==> config.mk <==
export PLATFORM = sky130hd
export DESIGN_NAME = vpu_sp_ram_arbiter
export DESIGN_NICKNAME = d
export VERILOG_FILES = /design/src/rtl/vpu_sp_ram_arbiter.sv
export SDC_FILE = /design/constraint.sdc
export NUM_CORES = 1
export LEC_CHECK = 0
export ABC_AREA = 1
export CAP_MARGIN = 20
export CORE_MARGIN = 8
export CORE_UTILIZATION = 25
export CTS_CLUSTER_DIAMETER = 60
export DETAILED_ROUTE_END_ITERATION = 10
export GPL_ROUTABILITY_DRIVEN = 0
export GPL_TIMING_DRIVEN = 1
export HOLD_SLACK_MARGIN = 0.05
export PLACE_DENSITY = 0.81
export SLEW_MARGIN = 20
export SYNTH_ARGS = -nofsm -noshare
export SYNTH_HDL_FRONTEND = slang
export SYNTH_SLANG_ARGS = --single-unit
==> constraint.sdc <==
create_clock -name clk -period 1.76 [get_ports clk]
set_input_delay 0.176 -clock clk [delete_from_list [all_inputs] [get_ports clk]]
set_output_delay 0.176 -clock clk [all_outputs]
set_load 0.02 [all_outputs]
==> src/rtl/vpu_sp_ram_arbiter.sv <==
// Arbiter sharing the single-port sprite/BG-parameter RAM between the VPU fetch
// path and the CPU bus, with vblank priority, CPU starvation bound and VPU burst lock.
module vpu_sp_ram_arbiter #(
  parameter int ADDR_W       = 10,
  parameter int DATA_W       = 32,
  parameter int BURST_LEN    = 20,
  parameter int CPU_MAX_WAIT = 8
) (
  input  logic              clk,
  input  logic              rst_n,
  input  logic              vblank,
  input  logic              vpu_req,
  input  logic              vpu_burst,
  input  logic [ADDR_W-1:0] vpu_addr,
  output logic              vpu_gnt,
  output logic              vpu_rvalid,
  output logic [DATA_W-1:0] vpu_rdata,
  input  logic              cpu_req,
  input  logic              cpu_we,
  input  logic [ADDR_W-1:0] cpu_addr,
  input  logic [DATA_W-1:0] cpu_wdata,
  output logic              cpu_gnt,
  output logic              cpu_rvalid,
  output logic [DATA_W-1:0] cpu_rdata,
  output logic              ram_en,
  output logic              ram_we,
  output logic [ADDR_W-1:0] ram_addr,
  output logic [DATA_W-1:0] ram_din,
  input  logic [DATA_W-1:0] ram_dout
);

  localparam int BCW = (BURST_LEN > 2) ? $clog2(BURST_LEN) : 1;
  localparam int WCW = (CPU_MAX_WAIT > 2) ? $clog2(CPU_MAX_WAIT) : 1;
  localparam logic [BCW-1:0] BURST_LOAD = BCW'(BURST_LEN - 1);
  localparam logic [BCW-1:0] BURST_LAST = BCW'(1);
  localparam logic [WCW-1:0] WAIT_MAX   = WCW'(CPU_MAX_WAIT - 1);

  typedef enum logic [0:0] {
    ARB   = 1'b0,
    BURST = 1'b1
  } state_t;

  state_t         state;
  state_t         state_nxt;
  logic [BCW-1:0] burst_cnt;
  logic [BCW-1:0] burst_cnt_nxt;
  logic [WCW-1:0] wait_cnt;
  logic [WCW-1:0] wait_cnt_nxt;

  // Grant decision and next-state; burst_cnt holds the beats still owed after the start grant.
  always_comb begin
    state_nxt     = state;
    burst_cnt_nxt = burst_cnt;
    wait_cnt_nxt  = wait_cnt;
    vpu_gnt       = 1'b0;
    cpu_gnt       = 1'b0;
    case (state)
      ARB: begin
        if (vblank) begin
          cpu_gnt = cpu_req;
          vpu_gnt = vpu_req & ~cpu_req;
        end else if (cpu_req && (wait_cnt == WAIT_MAX)) begin
          cpu_gnt = 1'b1;
        end else begin
          vpu_gnt = vpu_req;
          cpu_gnt = cpu_req & ~vpu_req;
        end
        if (vpu_gnt && vpu_burst && (BURST_LEN > 1)) begin
          state_nxt     = BURST;
          burst_cnt_nxt = BURST_LOAD;
        end else begin
          state_nxt     = ARB;
          burst_cnt_nxt = burst_cnt;
        end
        if (cpu_gnt || !cpu_req) begin
          wait_cnt_nxt = {WCW{1'b0}};
        end else if (!vblank && (wait_cnt != WAIT_MAX)) begin
          wait_cnt_nxt = wait_cnt + WCW'(1);
        end else begin
          wait_cnt_nxt = wait_cnt;
        end
      end
      BURST: begin
        vpu_gnt = vpu_req;
        if (vpu_gnt) begin
          burst_cnt_nxt = burst_cnt - BCW'(1);
          if (burst_cnt == BURST_LAST) begin
            state_nxt = ARB;
          end else begin
            state_nxt = BURST;
          end
        end else begin
          burst_cnt_nxt = burst_cnt;
        end
      end
      default: begin
        state_nxt     = ARB;
        burst_cnt_nxt = {BCW{1'b0}};
        wait_cnt_nxt  = {WCW{1'b0}};
      end
    endcase
    if (!rst_n) begin
      vpu_gnt = 1'b0;
      cpu_gnt = 1'b0;
    end else begin
      vpu_gnt = vpu_gnt;
      cpu_gnt = cpu_gnt;
    end
  end

  assign ram_en    = vpu_gnt | cpu_gnt;
  assign ram_we    = cpu_gnt & cpu_we;
  assign ram_addr  = vpu_gnt ? vpu_addr : (cpu_gnt ? cpu_addr : {ADDR_W{1'b0}});
  assign ram_din   = cpu_gnt ? cpu_wdata : {DATA_W{1'b0}};
  assign vpu_rdata = ram_dout;
  assign cpu_rdata = ram_dout;

  // Arbiter state and read-return owner, which becomes the rvalid pulse one cycle after a read grant.
  always_ff @(posedge clk or negedge rst_n) begin
    if (!rst_n) begin
      state      <= ARB;
      burst_cnt  <= {BCW{1'b0}};
      wait_cnt   <= {WCW{1'b0}};
      vpu_rvalid <= 1'b0;
      cpu_rvalid <= 1'b0;
    end else begin
      state      <= state_nxt;
      burst_cnt  <= burst_cnt_nxt;
      wait_cnt   <= wait_cnt_nxt;
      vpu_rvalid <= vpu_gnt;
      cpu_rvalid <= cpu_gnt & ~cpu_we;
    end
  end

endmodule

==> flow_summary.yaml <==
cells_and_area:
  diodes: 0
  fillers: 587
  layout_common_cells: "clkdlybuf4s50_1, inv_1, buf_6"
  area_growth_pct: 75.04
  fin_cells: 379
  layout_commonest_cell: "clkdlybuf4s50_1"
  drive_gt1_share_pct: 37.17
  nets: 400
setup_path:
  required_ns: 1.58
  slowest_delay_ns: 0.42
  critPathSlowestCell: "dfrtp_1"
  start_kind: "register"
  path_buf_inv: 4
  arrival_ns: 1.78
  crit_fanout: 6
  path_class: "reg2out"
  endpoint_kind: "output pin"
  path_delay_family: "buffers and inverters"
  path_cells: "ha_4 > ha_4 > buf_6 > nor2_4 > nand2_2 > nand2_4 > buf_12 > clkbuf_16 > nor2_2 > buf_6"
global_routing:
  grt_usage_pct: 11.20
  antenna_found_initial: 0
  grt_max_degree: 23
  grt_pass1_wl_mm: 8.176
  grt_overflow: 0
  grt_pass1_vias: 1802
sta:
  tightest_slew_ns: 0.3563
  slew_viol_final: 0
  setup_viol: 46
  relSlewSlack_pct: 76.07
  whs_ns: 0.3261
  fin_setup_tns_ns: -7.720
  min_period_over_period_pct: 111.1
  rsz0062_at_grt: "yes"
  fmax_mhz: 511.4
  fin_crit_ns: 1.955
  setup_slack_ns: -0.1954
  fin_skew_ns: 0.001402
  hold_viol_final: 0
logic_synthesis:
  ys_types: 19
  synth_largest_area_cell: "buf_4"
  synthDominantCellAreaShare_pct: 33.99
  synth_area_sq_mm: 0.001524
  synth_area_leaders: "buf_4, dfrtp_1, inv_1, nand2_1, nor2_1"
  ys_warn_count: 0
  ys_ff_latch: 11
  ys_seq_area_share_pct: 18.06
  syn_inst: 246
  syn-num-nets: 341
  synth_area_per_cell_sq_um: 6.195
clocking:
  htreeDepth: 1
  clock-root-buffer: "clkbuf_8"
  cts_sinks: 11
  cts_hold_buf: 0
  clk_pin_slew_ns: 0.05
  cts_tree: "yes"
  clock_latency_ns: 0.24
  clockBufferDepth: 2
  cts-buffers-inserted: 3
pwr:
  p_per_area_mw_per_mm2: 698.7
  leakage_uw: 0.001385
  finalPower_uw: 1864
  ir_drop_mv: 0.4160
run_status:
  status: "finished with violations"
  violations: "negative setup slack"
routing:
  wl_per_cell_um: 14.29
  num_vias: 1608
  drt_first_pass_iters: 5
  first_iter_violations: 23
  via_per_inst: 4.243
  drt_drc_violations_left: 0
  wl_mm: 5.415
  drtAntennaViolNets: 0
die:
  fp.dieH_um: 94.08
  io_pins: 203
  initial_core_util_pct: 25.74
  coreArea_sq_mm: 0.005921
  die_x_um: 94.08
  die-area_sq_mm: 0.008850
  rows: 28
flow_run:
  max_cap_viol_count: 0
min_path:
  min_path_type: "in2async"
placement:
  dp_hpwl_mm: 3.951
  port_buffers: 106
  dp_cells: 368
  place_ws_ns: -0.4753
-- worst paths after layout --
| kind | startpoint | end | slack (ns) | cells past startpoint |
|---|---|---|---|---|
| max | wait_cnt[0] | ram_din[10] | -0.20 | 10 |
| min | rst_n | burst_cnt[1] | 0.33 | 2 |
| max reg2reg | wait_cnt[0] | wait_cnt[1] | 0.19 | 6 |
| min reg2reg | burst_cnt[1] | burst_cnt[1] | 0.51 | 2 |
| max in group asynchronous | rst_n | wait_cnt[0] | 1.22 | 2 |
| min in group clk | ram_dout[15] | cpu_rdata[15] | 0.35 | 0 |
-- metrics by stage --
stage / area [sq um] / util [%]
2_1_floorplan: 1524 / -
3_3_place_gp: 2261 / 38.19
3_5_place_dp: 2261 / 38.19
4_1_cts: 2465 / 41.63
5_1_grt: 2668 / 45.05
6_report: 2668 / 45.05
-- layout make-up --
class / instances / area, sq um / share of cell area, %
Clock buffer: 4 / 45.04 / 1.689
Inverter: 46 / 180.2 / 6.754
Multi-Input combinational cell: 118 / 739.5 / 27.72
Sequential cell: 11 / 275.3 / 10.32
Tap cell: 75 / 93.84 / 3.518
Timing Repair Buffer: 125 / 1334 / 50.00
-- routing by layer --
layer | vias to the layer above | global-route usage [%] | routed length (um)
met5 | - | 0 | 0
met4 | 0 | 4.491 | 111
met3 | 22 | 4.956 | 600
met2 | 103 | 19.43 | 2758
met1 | 700 | 11.52 | 1945
li1 | 783 | - | -
-- power breakdown --
part / internal [uW] / leakage [uW] / total [uW] / switching (uW)
Clock: 159 / 0.0000228 / 257 / 97.3
Sequential: 334 / 0.000140 / 402 / 67.6
Combinational: 591 / 0.00122 / 1210 / 614
Total: 1090 / 0.00139 / 1860 / 779
-- synth_stat cells (all sizes together) --
cell type and number:
a21o 1, and3 1, buf 70, clkbuf 1
dfrtp 11, ha 4, inv 46, nand2 42
nand3 21, nand3b 1, nand4 1, nor2 38
nor3 2, o21ai 7
-- flip-flops by register name (all words and copies together) (netlist names) --
register	count
state	1
burst_cnt	5
cpu_rvalid	1
wait_cnt	3
vpu_rvalid	1
-- cells by family after synthesis --
| logic type | share of synthesized area [%] |
|---|---|
| compound gates | 2.791 |
| simple gates | 29.56 |
| buf+inv | 46.31 |
| fa+ha+maj | 3.284 |
| flops | 18.06 |
-- repair_timing --
| action | CTS | global route |
|---|---|---|
| gates resized for setup | 282 | 52 |
| setup endpoints to repair | 46 | 46 |
| cloned | 3 | 1 |
| pin swaps | 5 | 3 |
| setup buffers | 3 | 0 |
Note: power is estimated with default switching activity, not from simulation.
